[config.mk]
export PLATFORM = sky130hd
export DESIGN_NAME = adma2_chain_engine_flat
export DESIGN_NICKNAME = d
export VERILOG_FILES = /design/src/rtl/adma2_pkg.sv /design/src/rtl/adma2_chain_engine_if.sv /design/src/rtl/adma2_desc_decode.sv /design/src/rtl/adma2_chain_engine.sv /design/src/flat_wrapper.sv
export SDC_FILE = /design/constraint.sdc
export NUM_CORES = 1
export LEC_CHECK = 0
export ABC_AREA = 1
export BUFFER_PORTS_ARGS = -buffer_cell sky130_fd_sc_hd__buf_2
export CAP_MARGIN = 10
export CORE_ASPECT_RATIO = 1.25
export CORE_MARGIN = 2
export CORE_UTILIZATION = 48
export DETAILED_ROUTE_END_ITERATION = 8
export PLACE_DENSITY = 0.77
export SYNTH_ARGS = -nofsm -noshare
export SYNTH_HDL_FRONTEND = slang
export SYNTH_HIERARCHICAL = 1
export SYNTH_SLANG_ARGS = --single-unit
[constraint.sdc]
create_clock -name clk -period 1.8 [get_ports clk]
set_input_delay 0.18 -clock clk [delete_from_list [all_inputs] [get_ports clk]]
set_output_delay 0.18 -clock clk [all_outputs]
set_load 0.1 [all_outputs]
[src/rtl/adma2_pkg.sv]
// Shared encodings for the ADMA2 descriptor engine: FSM states, descriptor
// action codes, error-state codes and descriptor attribute bit positions.
package adma2_pkg;

    typedef enum logic [3:0] {
        ST_STOP = 4'b0001,
        ST_FDS  = 4'b0010,
        ST_CADR = 4'b0100,
        ST_TFR  = 4'b1000
    } state_t;

    localparam logic [1:0] ACT_NOP  = 2'b00;
    localparam logic [1:0] ACT_RSV  = 2'b01;
    localparam logic [1:0] ACT_TRAN = 2'b10;
    localparam logic [1:0] ACT_LINK = 2'b11;

    localparam logic [1:0] ERR_ST_STOP = 2'b00;
    localparam logic [1:0] ERR_ST_FDS  = 2'b01;
    localparam logic [1:0] ERR_ST_TFR  = 2'b11;

    localparam int BIT_VALID  = 0;
    localparam int BIT_END    = 1;
    localparam int BIT_INT    = 2;
    localparam int BIT_ACT_LO = 4;
    localparam int BIT_ACT_HI = 5;
    localparam int BIT_LEN_LO = 16;
    localparam int BIT_LEN_HI = 31;
    localparam int BIT_ADDR_LO = 32;

    // 32-bit addressing uses 64-bit descriptors, 64-bit addressing uses 96-bit ones.
    function automatic int desc_width(input int addr_w);
        return (addr_w == 64) ? 96 : 64;
    endfunction

endpackage

[src/rtl/adma2_chain_engine_if.sv]
// Bus bundle between the ADMA2 engine (master) and the descriptor-memory /
// data-mover side (slave).
//
// Handshakes:
//   desc_req/desc_ack: desc_req rises with a stable desc_addr and stays high
//   until a single-cycle desc_ack; desc_data is valid in the ack cycle only.
//   xfer_req/xfer_done/xfer_err: xfer_req is held with stable dir/addr/len
//   until the slave pulses exactly one of xfer_done or xfer_err for one cycle.
interface adma2_chain_engine_if #(
    parameter int ADDR_W = 64
);
    import adma2_pkg::*;
    localparam int DESC_W = desc_width(ADDR_W);

    logic              desc_req;
    logic [ADDR_W-1:0] desc_addr;
    logic              desc_ack;
    logic [DESC_W-1:0] desc_data;
    logic              xfer_req;
    logic              xfer_dir;
    logic [ADDR_W-1:0] xfer_addr;
    logic [16:0]       xfer_len;
    logic              xfer_done;
    logic              xfer_err;

    modport master (
        output desc_req, desc_addr, xfer_req, xfer_dir, xfer_addr, xfer_len,
        input  desc_ack, desc_data, xfer_done, xfer_err
    );

    modport slave (
        input  desc_req, desc_addr, xfer_req, xfer_dir, xfer_addr, xfer_len,
        output desc_ack, desc_data, xfer_done, xfer_err
    );
endinterface

[src/rtl/adma2_desc_decode.sv]
// Combinational split of a raw ADMA2 descriptor into its attribute fields.
module adma2_desc_decode
    import adma2_pkg::*;
#(
    parameter int ADDR_W = 64,
    localparam int DESC_W = desc_width(ADDR_W)
) (
    input  logic [DESC_W-1:0] desc_data,
    output logic              d_valid,
    output logic              d_end,
    output logic              d_int,
    output logic [1:0]        d_act,
    output logic [15:0]       d_len,
    output logic [ADDR_W-1:0] d_addr
);
    // Reserved attribute bits carry no meaning for the engine.
    logic unused_bits;
    assign unused_bits = ^{desc_data[BIT_LEN_LO-1:BIT_ACT_HI+1], desc_data[3]};

    assign d_valid = desc_data[BIT_VALID];
    assign d_end   = desc_data[BIT_END];
    assign d_int   = desc_data[BIT_INT];
    assign d_act   = desc_data[BIT_ACT_HI:BIT_ACT_LO];
    assign d_len   = desc_data[BIT_LEN_HI:BIT_LEN_LO];
    assign d_addr  = desc_data[DESC_W-1:BIT_ADDR_LO];
endmodule

[src/rtl/adma2_chain_engine.sv]
// ADMA2 descriptor chain engine: fetches descriptors, follows LINKs, issues one
// data transfer per TRAN descriptor, pauses at block gaps and guards against
// descriptor loops that never reach a TRAN.
module adma2_chain_engine
    import adma2_pkg::*;
#(
    parameter int ADDR_W    = 64,
    parameter int MAX_CHAIN = 16
) (
    input  logic                 clk,
    input  logic                 rst_n,
    input  logic                 start,
    input  logic [ADDR_W-1:0]    init_addr,
    input  logic                 dir,
    input  logic                 stop_at_gap,
    input  logic                 continue_req,
    adma2_chain_engine_if.master bus,
    output logic [ADDR_W-1:0]    sys_adr,
    output logic                 busy,
    output logic                 paused,
    output logic                 dma_int,
    output logic                 xfer_complete,
    output logic                 gap_evt,
    output logic                 adma_err,
    output logic [1:0]           err_state,
    output state_t               dbg_state
);
    localparam int DESC_W = desc_width(ADDR_W);
    localparam int CNT_W  = $clog2(MAX_CHAIN + 1);
    localparam logic [ADDR_W-1:0] DESC_STEP = ADDR_W'(DESC_W / 8);
    localparam logic [CNT_W-1:0]  CNT_LIMIT = CNT_W'(MAX_CHAIN);

    state_t state_q, state_d;

    logic              dec_valid, dec_end, dec_int;
    logic [1:0]        dec_act;
    logic [15:0]       dec_len;
    logic [ADDR_W-1:0] dec_addr;

    logic              cur_valid, cur_end, cur_int;
    logic [1:0]        cur_act;
    logic [15:0]       cur_len;
    logic [ADDR_W-1:0] cur_addr;

    logic [CNT_W-1:0]  cnt_q, cnt_d, cnt_inc;
    logic [ADDR_W-1:0] sys_adr_d, xfer_addr_q, xfer_addr_d;
    logic [16:0]       xfer_len_q, xfer_len_d;
    logic              xfer_dir_q, xfer_dir_d;
    logic              desc_req_q, xfer_req_q;
    logic              paused_d, int_d, cmpl_d, gap_d, err_d;
    logic [1:0]        err_state_d;

    adma2_desc_decode #(.ADDR_W(ADDR_W)) u_decode (
        .desc_data (bus.desc_data),
        .d_valid   (dec_valid),
        .d_end     (dec_end),
        .d_int     (dec_int),
        .d_act     (dec_act),
        .d_len     (dec_len),
        .d_addr    (dec_addr)
    );

    assign bus.desc_req  = desc_req_q;
    assign bus.desc_addr = sys_adr;
    assign bus.xfer_req  = xfer_req_q;
    assign bus.xfer_dir  = xfer_dir_q;
    assign bus.xfer_addr = xfer_addr_q;
    assign bus.xfer_len  = xfer_len_q;
    assign dbg_state     = state_q;

    // FSM state register.
    always_ff @(posedge clk or negedge rst_n) begin
        if (!rst_n) state_q <= ST_STOP;
        else        state_q <= state_d;
    end

    // Latch the decoded descriptor in the ack cycle; CADR acts on it next cycle.
    always_ff @(posedge clk or negedge rst_n) begin
        if (!rst_n) begin
            cur_valid <= 1'b0;
            cur_end   <= 1'b0;
            cur_int   <= 1'b0;
            cur_act   <= ACT_NOP;
            cur_len   <= '0;
            cur_addr  <= '0;
        end else if (state_q == ST_FDS && bus.desc_ack) begin
            cur_valid <= dec_valid;
            cur_end   <= dec_end;
            cur_int   <= dec_int;
            cur_act   <= dec_act;
            cur_len   <= dec_len;
            cur_addr  <= dec_addr;
        end
    end

    // Next-state, counter and next-output computation.
    always_comb begin
        state_d     = state_q;
        sys_adr_d   = sys_adr;
        cnt_d       = cnt_q;
        cnt_inc     = cnt_q + CNT_W'(1);
        xfer_dir_d  = xfer_dir_q;
        xfer_addr_d = xfer_addr_q;
        xfer_len_d  = xfer_len_q;
        paused_d    = paused;
        err_state_d = err_state;
        int_d       = 1'b0;
        cmpl_d      = 1'b0;
        gap_d       = 1'b0;
        err_d       = 1'b0;
        case (state_q)
            ST_STOP: begin
                // A fresh start takes precedence over resuming a paused chain.
                if (start) begin
                    sys_adr_d   = init_addr;
                    xfer_dir_d  = dir;
                    paused_d    = 1'b0;
                    err_state_d = ERR_ST_STOP;
                    cnt_d       = '0;
                    state_d     = ST_FDS;
                end else if (continue_req && paused) begin
                    paused_d = 1'b0;
                    state_d  = ST_FDS;
                end
            end
            ST_FDS: begin
                if (bus.desc_ack) state_d = ST_CADR;
            end
            ST_CADR: begin
                if (!cur_valid) begin
                    err_d       = 1'b1;
                    err_state_d = ERR_ST_FDS;
                    state_d     = ST_STOP;
                end else if (cur_act == ACT_TRAN) begin
                    xfer_addr_d = cur_addr;
                    xfer_len_d  = (cur_len == 16'd0) ? 17'h10000 : {1'b0, cur_len};
                    sys_adr_d   = sys_adr + DESC_STEP;
                    cnt_d       = '0;
                    state_d     = ST_TFR;
                end else begin
                    // NOP/RSV step to the next slot; LINK jumps. Only TRAN
                    // clears the counter, so a pure LINK/NOP loop trips it.
                    sys_adr_d = (cur_act == ACT_LINK) ? cur_addr : sys_adr + DESC_STEP;
                    cnt_d     = cnt_inc;
                    int_d     = cur_int;
                    if (cnt_inc == CNT_LIMIT) begin
                        err_d       = 1'b1;
                        err_state_d = ERR_ST_FDS;
                        state_d     = ST_STOP;
                    end else if (cur_end) begin
                        cmpl_d  = 1'b1;
                        state_d = ST_STOP;
                    end else begin
                        state_d = ST_FDS;
                    end
                end
            end
            ST_TFR: begin
                if (bus.xfer_err) begin
                    err_d       = 1'b1;
                    err_state_d = ERR_ST_TFR;
                    state_d     = ST_STOP;
                end else if (bus.xfer_done) begin
                    int_d = cur_int;
                    if (cur_end) begin
                        cmpl_d  = 1'b1;
                        state_d = ST_STOP;
                    end else if (stop_at_gap) begin
                        gap_d    = 1'b1;
                        paused_d = 1'b1;
                        state_d  = ST_STOP;
                    end else begin
                        state_d = ST_FDS;
                    end
                end
            end
            default: state_d = ST_STOP;
        endcase
    end

    // Registered outputs; request levels follow the state being entered.
    always_ff @(posedge clk or negedge rst_n) begin
        if (!rst_n) begin
            sys_adr       <= '0;
            cnt_q         <= '0;
            xfer_dir_q    <= 1'b0;
            xfer_addr_q   <= '0;
            xfer_len_q    <= '0;
            desc_req_q    <= 1'b0;
            xfer_req_q    <= 1'b0;
            busy          <= 1'b0;
            paused        <= 1'b0;
            dma_int       <= 1'b0;
            xfer_complete <= 1'b0;
            gap_evt       <= 1'b0;
            adma_err      <= 1'b0;
            err_state     <= ERR_ST_STOP;
        end else begin
            sys_adr       <= sys_adr_d;
            cnt_q         <= cnt_d;
            xfer_dir_q    <= xfer_dir_d;
            xfer_addr_q   <= xfer_addr_d;
            xfer_len_q    <= xfer_len_d;
            desc_req_q    <= (state_d == ST_FDS);
            xfer_req_q    <= (state_d == ST_TFR);
            busy          <= (state_d != ST_STOP);
            paused        <= paused_d;
            dma_int       <= int_d;
            xfer_complete <= cmpl_d;
            gap_evt       <= gap_d;
            adma_err      <= err_d;
            err_state     <= err_state_d;
        end
    end
endmodule

[src/flat_wrapper.sv]
// flat-port wrapper written by rule: the top's interface ports become plain ports
module adma2_chain_engine_flat import adma2_pkg::*;
#(
    parameter int ADDR_W    = 64,
    parameter int MAX_CHAIN = 16
)
  (clk, rst_n, start, init_addr, dir, stop_at_gap, continue_req, sys_adr, busy, paused, dma_int, xfer_complete, gap_evt, adma_err, err_state, dbg_state, bus_desc_req, bus_desc_addr, bus_xfer_req, bus_xfer_dir, bus_xfer_addr, bus_xfer_len, bus_desc_ack, bus_desc_data, bus_xfer_done, bus_xfer_err);
  adma2_chain_engine_if #(.ADDR_W(ADDR_W)) bus_i ();
  input  logic clk;
  input  logic rst_n;
  input  logic start;
  input  logic [ADDR_W-1:0] init_addr;
  input  logic dir;
  input  logic stop_at_gap;
  input  logic continue_req;
  output logic [ADDR_W-1:0] sys_adr;
  output logic busy;
  output logic paused;
  output logic dma_int;
  output logic xfer_complete;
  output logic gap_evt;
  output logic adma_err;
  output logic [1:0] err_state;
  output state_t dbg_state;
  output wire logic [$bits(bus_i.desc_req)-1:0] bus_desc_req;
  output wire logic [$bits(bus_i.desc_addr)-1:0] bus_desc_addr;
  output wire logic [$bits(bus_i.xfer_req)-1:0] bus_xfer_req;
  output wire logic [$bits(bus_i.xfer_dir)-1:0] bus_xfer_dir;
  output wire logic [$bits(bus_i.xfer_addr)-1:0] bus_xfer_addr;
  output wire logic [$bits(bus_i.xfer_len)-1:0] bus_xfer_len;
  input wire logic [$bits(bus_i.desc_ack)-1:0] bus_desc_ack;
  input wire logic [$bits(bus_i.desc_data)-1:0] bus_desc_data;
  input wire logic [$bits(bus_i.xfer_done)-1:0] bus_xfer_done;
  input wire logic [$bits(bus_i.xfer_err)-1:0] bus_xfer_err;
  assign bus_desc_req = bus_i.desc_req;
  assign bus_desc_addr = bus_i.desc_addr;
  assign bus_xfer_req = bus_i.xfer_req;
  assign bus_xfer_dir = bus_i.xfer_dir;
  assign bus_xfer_addr = bus_i.xfer_addr;
  assign bus_xfer_len = bus_i.xfer_len;
  assign bus_i.desc_ack = bus_desc_ack;
  assign bus_i.desc_data = bus_desc_data;
  assign bus_i.xfer_done = bus_xfer_done;
  assign bus_i.xfer_err = bus_xfer_err;
  adma2_chain_engine #(.ADDR_W(ADDR_W), .MAX_CHAIN(MAX_CHAIN)) u_core (.clk(clk), .rst_n(rst_n), .start(start), .init_addr(init_addr), .dir(dir), .stop_at_gap(stop_at_gap), .continue_req(continue_req), .bus(bus_i), .sys_adr(sys_adr), .busy(busy), .paused(paused), .dma_int(dma_int), .xfer_complete(xfer_complete), .gap_evt(gap_evt), .adma_err(adma_err), .err_state(err_state), .dbg_state(dbg_state));
endmodule
After elaboration in Yosys (flattened, before gate mapping)
Index checks and enable logic that the tools add are counted.
{"block": "word_totals", "reg_bits": 250, "in_bits": 169, "out_inout_bits": 224, "wordCells": 111}
{"block": "classes", "add_sub_neg": 2, "n_eq_ne": 20, "n_mux": 57, "reduce_logical": 11}
{"op": "$mux 64", "n": 4}
{"op": "$pmux 64 s2", "n": 1}
{"op": "$add 64x4->64 const B", "n": 1}
{"op": "$mux 4", "n": 9}
{"op": "$mux 1", "n": 25}
{"op": "$mux 17", "n": 1}
{"op": "$logic_not 16->1", "n": 1}
{"op": "$pmux 4 s4", "n": 1}
{"op": "$mux 5", "n": 3}
{"op": "$mux 2", "n": 7}
{"op": "$ne 2x2->1 const B", "n": 6}
{"op": "$pmux 5 s2", "n": 1}
{"op": "$eq 4x2->1 const B", "n": 2}
{"op": "$eq 4x4->1 const B", "n": 2}
{"op": "$pmux 1 s2", "n": 4}
{"op": "$ne 3x3->1 const B", "n": 2}
{"op": "$pmux 2 s3", "n": 1}
{"op": "$reduce_and 3->1", "n": 2}
{"op": "$reduce_and 6->1", "n": 1}
{"op": "$add 5x1->5 const B", "n": 1}
{"op": "$eq 5x5->1 const B", "n": 1}
{"op": "$reduce_and 5->1", "n": 1}
{"op": "$eq 2x2->1 const B", "n": 2}
{"op": "$eq 4x1->1 const B", "n": 1}
{"op": "other kinds (8)", "n": 10}

Depth between registers and ports, before layout
{"block": "depth", "depth_word": 7, "mapped_depth": 13, "mapped_depth_nobuf": 13}

Modules after synthesis
Netlist, hierarchy kept.
{"mod": "adma2_chain_engine", "instances": 1, "cells_per_inst": 1775, "area_each_um2": 13205.2, "seq_area_each_um2": 6257.3}
{"mod": "adma2_desc_decode", "instances": 1, "cells_per_inst": 85, "area_each_um2": 638.1, "seq_area_each_um2": 0.0}

Worst setup path after synthesis
Ideal clock, no wire load.
{"block": "synth_path", "kind": "reg2reg", "from": "register u_core.sys_adr[3] (netlist: u_core/bus.desc_addr[3])", "to": "register u_core.sys_adr[30] (netlist: u_core/bus.desc_addr[30])", "setup_ns": 0.120, "t_arrival_ns": 2.425, "required_ns": 1.680, "slack_ns": -0.746, "stages_incl_launch_ff": 12, "n_path_buf": 0, "period_less_slack_ns": 2.546, "cell_sequence": "dfrtp_1 -> inv_1 -> ha_1 -> inv_1 -> nand3_1 -> nor2_2 -> nand2_1 -> xnor2_1 -> o21ai_0 -> nand2_1 -> nand2_1 -> nand2_1"}
{"block": "synth_via", "elab_chain_len": 5}
{"item": "start: declaration", "line": "adma2_chain_engine.sv:18", "source": "output logic [ADDR_W-1:0] sys_adr,"}
{"item": "start signal: assignment", "line": "adma2_chain_engine.sv:199", "source": "sys_adr <= sys_adr_d;"}
{"item": "$add 64x4->64 (*)", "line": "adma2_chain_engine.sv:137, adma2_chain_engine.sv:143"}
{"item": "$mux 64", "line": "adma2_chain_engine.sv:143", "source": "sys_adr_d = (cur_act == ACT_LINK) ? cur_addr : sys_adr + DESC_STEP;"}
{"item": "$mux 64 (*)", "line": "adma2_chain_engine.sv:134", "source": "end else if (cur_act == ACT_TRAN) begin"}
{"item": "$mux 64 (*)", "line": "adma2_chain_engine.sv:130", "source": "if (!cur_valid) begin"}
{"item": "$pmux 64 s2 (*)", "line": "adma2_chain_engine.sv:111", "source": "case (state_q)"}
Mark *: on every way between the ends. The rest lies on a longest branch, timed or not. The select of a mux whose other input is x is not followed.
A chain may end at the register's enable or synchronous reset.

Final worst setup path
{"block": "layout_path", "from": "register u_core.sys_adr[20] (netlist: u_core/bus.desc_addr[20])", "to": "register u_core.sys_adr[63] (netlist: u_core/bus.desc_addr[63])"}
Same word-level chain as after synthesis.

==> metrics.txt <==
run status=finished with violations; violations in the final reports=negative hold slack, negative setup slack; GR Util All Layers=31.8%; Initial Utilization=48.7%; vias in the first global route=14,400; number of vias after detailed routing=14,600; sum of net half-perimeters after detailed placement=34.6 mm; Skew-Pair Late Insertion Delay=550 ps; DRT iter0 DRCs=1,089; CTS Buf Count=26; area growth from synthesis to layout=40.9%; count of warnings emitted by yosys=6; setup violation total in the final timing report=1; critical path capture point type=flop; global-route wire length before repair=75.5 mm; max-slew violation count=0; cell area after synthesis=13,800 um2; Worst R2R End=u_core/bus.desc_addr[63]$_DFFE_PN0P_; vertical die dimension=194 um; clock skew=18.4 ps; slowest cell delay on critical path=460 ps; total grt overflow=0; clock buffer depth=3; TritonCTS clock tree=yes; total cell area at the placement stage=16,300 um2; Routed Wire Length=50.7 mm; clock period minus worst slack=1820 ps; worst-path fanout max=5; total iterations of the first detailed-routing run=7; setup repair after global routing missed its margin=true; count of input and output buffers=381; number of antenna violations at the first check in global routing=0; register clock-pin slew on the reported worst setup and hold paths=70 ps; ratio of cells with drive above 1 in the final layout=33.8%; final worst slack=-15.1 ps; number of instances in the synthesized netlist=1,860; vias per std cell=5.35; capture point of the critical path=u_core/bus.desc_addr[63]$_DFFE_PN0P_; sequential area share after synthesis=45.2%; f_max=551 MHz; clock sink total=250; crit path DAT=2270 ps; final antenna-violating net count=0; htree depth=1; slew at the pin closest to its max-slew limit=557 ps; Hold Worst Slack=-2.22 ps; total nets after synthesis=2,031; post-route standard cell area excluding fillers=19,500 um2; Avg WL per Cell=18.5 um; length in cells of the worst reg-to-reg path=11; worst-path cell chain=nand2_1 -> nor2_2 -> nand2_1 -> nor2_1 -> buf_4 -> nand2_2 -> nor2_1 -> nand2_1 -> nand3_1 -> nand2_1 -> a21oi_2; Unique masters post-synth=35; critical path required time=2250 ps; Max Cap Violations=0; Startpoint Class=flop; core area=28,400 um2; number of placed I/O pins=393; number of antenna diodes=0; startpoint of the worst register-to-register path=u_core/bus.desc_addr[20]$_DFFE_PN0P_; final period utilization=101%; Die W=156 um; Die Footprint=30,200 um2; headroom to the max-slew limit=63.1%; mean instance size in the synthesized netlist=7.44 um2; path type of the worst setup path=reg2reg; net count of the finished layout=2,530; cell chosen for the clock root=sky130_fd_sc_hd__clkbuf_16; critical path's slowest cell=sky130_fd_sc_hd__dfrtp_4; number of standard-cell rows in the floorplan=69; Final Hold Vio Count=1; Yosys reg bits=250; DRC=0; weighted congestion at the end of routability-driven global placement=0.959; number of filler instances in the final layout=2,183; crit-path most repeated cell=sky130_fd_sc_hd__nand2_1; class of the worst hold path=in2reg; worst-case register-to-register setup slack=-20 ps; hold wc startpoint=init_addr[1]; crit path launch=u_core/bus.desc_addr[20]$_DFFE_PN0P_; maximum number of pins on one net before global-route repair=72
registers in the layout (all words and copies together) (netlist names):
name / flops
u_core/cur_addr: 64
u_core/bus.desc_req: 1
u_core/bus.xfer_dir: 1
u_core/bus.desc_addr: 64
u_core/cur_len: 16
u_core/busy: 1
u_core/xfer_complete: 1
u_core/bus.xfer_len: 17
u_core/cur_act: 2
u_core/gap_evt: 1
u_core/cnt_q: 5
u_core/cur_int: 1
u_core/bus.xfer_req: 1
u_core/cur_valid: 1
u_core/adma_err: 1
u_core/err_state: 2
u_core/paused: 1
u_core/dma_int: 1
u_core/cur_end: 1
u_core/bus.xfer_addr: 64
u_core/dbg_state: 4
synthesized netlist by cell type:
| cell type | instances | share of area, % |
|---|---|---|
| sky130_fd_sc_hd__a21oi_1 | 105 | 3.8 |
| sky130_fd_sc_hd__a21oi_2 | 1 | 0.063 |
| sky130_fd_sc_hd__a22o_1 | 1 | 0.063 |
| sky130_fd_sc_hd__a31oi_1 | 21 | 0.95 |
| sky130_fd_sc_hd__and2_1 | 2 | 0.090 |
| sky130_fd_sc_hd__buf_1 | 7 | 0.19 |
| sky130_fd_sc_hd__buf_2 | 35 | 1.3 |
| sky130_fd_sc_hd__buf_4 | 151 | 8.2 |
| sky130_fd_sc_hd__clkbuf_1 | 32 | 0.87 |
| sky130_fd_sc_hd__clkinv_1 | 3 | 0.081 |
| sky130_fd_sc_hd__dfrtp_1 | 249 | 45 |
| sky130_fd_sc_hd__dfstp_2 | 1 | 0.19 |
| sky130_fd_sc_hd__ha_1 | 2 | 0.18 |
| sky130_fd_sc_hd__inv_1 | 177 | 4.8 |
| sky130_fd_sc_hd__inv_2 | 5 | 0.14 |
| sky130_fd_sc_hd__mux2_2 | 3 | 0.24 |
| sky130_fd_sc_hd__nand2_1 | 491 | 13 |
| sky130_fd_sc_hd__nand2_2 | 6 | 0.27 |
| sky130_fd_sc_hd__nand3_1 | 73 | 2.6 |
| sky130_fd_sc_hd__nand3b_1 | 8 | 0.43 |
| sky130_fd_sc_hd__nand4_1 | 20 | 0.90 |
| sky130_fd_sc_hd__nor2_1 | 182 | 4.9 |
| sky130_fd_sc_hd__nor2_2 | 12 | 0.54 |
| sky130_fd_sc_hd__nor2_4 | 3 | 0.24 |
| sky130_fd_sc_hd__nor3_1 | 10 | 0.36 |
| sky130_fd_sc_hd__nor3_2 | 2 | 0.14 |
| sky130_fd_sc_hd__nor4_1 | 5 | 0.23 |
| sky130_fd_sc_hd__o211ai_1 | 2 | 0.11 |
| sky130_fd_sc_hd__o21ai_0 | 215 | 7.8 |
| sky130_fd_sc_hd__o21ai_1 | 8 | 0.29 |
| sky130_fd_sc_hd__o221ai_1 | 1 | 0.063 |
| sky130_fd_sc_hd__or2_0 | 2 | 0.090 |
| sky130_fd_sc_hd__or2_2 | 2 | 0.090 |
| sky130_fd_sc_hd__xnor2_1 | 12 | 0.76 |
| sky130_fd_sc_hd__xor2_1 | 11 | 0.70 |
metal layers:
layer  vias to the layer above  share of wire, %  GRT usage, %  wire (um)
met2                       767                50          55.6      25500
met1                      6928                38          38.1      19100
met5                         -                 0             0          0
met4                         0               4.9          15.3       2470
li1                       6771                 -             -          -
met3                       165               7.2          4.72       3650
through the flow:
stage	std cells	setup TNS [ps]	hold WS [ps]	setup slack [ps]	util [%]
after floorplan	1860	-258	-116	-110	-
after global placement	2509	-60.7	124	-60.7	57.3
after detailed placement	2509	-841	126	-77.7	57.3
after CTS	2712	-0.701	1.76	-0.701	66.2
after global routing	2734	-934	25.0	-99.7	68.7
final	2734	-15.1	-2.22	-15.1	68.7
layout make-up:
| cell class | instances | area, um2 | area share, % |
|---|---|---|---|
| Timing Repair Buffer | 694 | 4960 | 25.4 |
| Tap cell | 355 | 444 | 2.28 |
| Multi-Input combinational cell | 1202 | 6030 | 30.9 |
| Clock inverter | 10 | 168 | 0.860 |
| Sequential cell | 250 | 6450 | 33.1 |
| Clock buffer | 38 | 746 | 3.82 |
| Inverter | 185 | 707 | 3.62 |
worst min-delay path by stage:
| stage | to | slack, ps | cells after the start |
|---|---|---|---|
| 2_1_floorplan | u_core/adma_err$_DFF_PN0_ | -120 | 0 |
| 3_3_place_gp | u_core/bus.xfer_len[5]$_DFFE_PN0P_ | 120 | 1 |
| 3_5_place_dp | u_core/bus.xfer_len[5]$_DFFE_PN0P_ | 130 | 1 |
| 4_1_cts | u_core/bus.desc_addr[1]$_DFFE_PN0P_ | 2 | 3 |
| 5_1_grt | u_core/bus.desc_addr[1]$_DFFE_PN0P_ | 20 | 3 |
| 6_report | u_core/bus.desc_addr[1]$_DFFE_PN0P_ | -2 | 3 |
worst max-delay path: cells and delay by family (launching register included):
kind,cells,cell delay [ps]
simple gates,9,960
flops,1,460
buf+inv,1,150
compound gates,1,150
cells by family after synthesis:
| group | count (synthesis) | share of synthesized area [%] |
|---|---|---|
| AND/OR/NAND/NOR | 818 | 24.3 |
| buffers and inverters | 410 | 15.5 |
| AO/OA/AOI/OAI | 354 | 13.1 |
| flip-flops | 250 | 45.2 |
| XOR/XNOR | 23 | 1.46 |
| multiplexers | 3 | 0.244 |
| adder cells (fa/ha/maj) | 2 | 0.181 |
cell usage in the layout, fill, tap and decap left out, types with 29 or more instances in the layout:
master                          count
sky130_fd_sc_hd__a21oi_1           98
sky130_fd_sc_hd__nor2_1           126
sky130_fd_sc_hd__dfrtp_4           44
sky130_fd_sc_hd__nor2_2            44
sky130_fd_sc_hd__dlygate4sd3_1    151
sky130_fd_sc_hd__o21ai_0          207
sky130_fd_sc_hd__buf_2            376
sky130_fd_sc_hd__nand2_1          459
sky130_fd_sc_hd__inv_1            170
sky130_fd_sc_hd__nand3_1           63
sky130_fd_sc_hd__clkbuf_16         29
sky130_fd_sc_hd__buf_4            137
sky130_fd_sc_hd__dfrtp_1          186
repair_timing:
item,CTS,global route
gates cloned,1,4
hold buffers,151,0
pin swaps,1,31
resized for setup,22,139
hold endpoints to repair,400,0
setup buffers,3,18
setup endpoints to repair,61,169
Power is not shown: default switching activity piles up to over one toggle a cycle in this logic, so the estimate is an artifact.
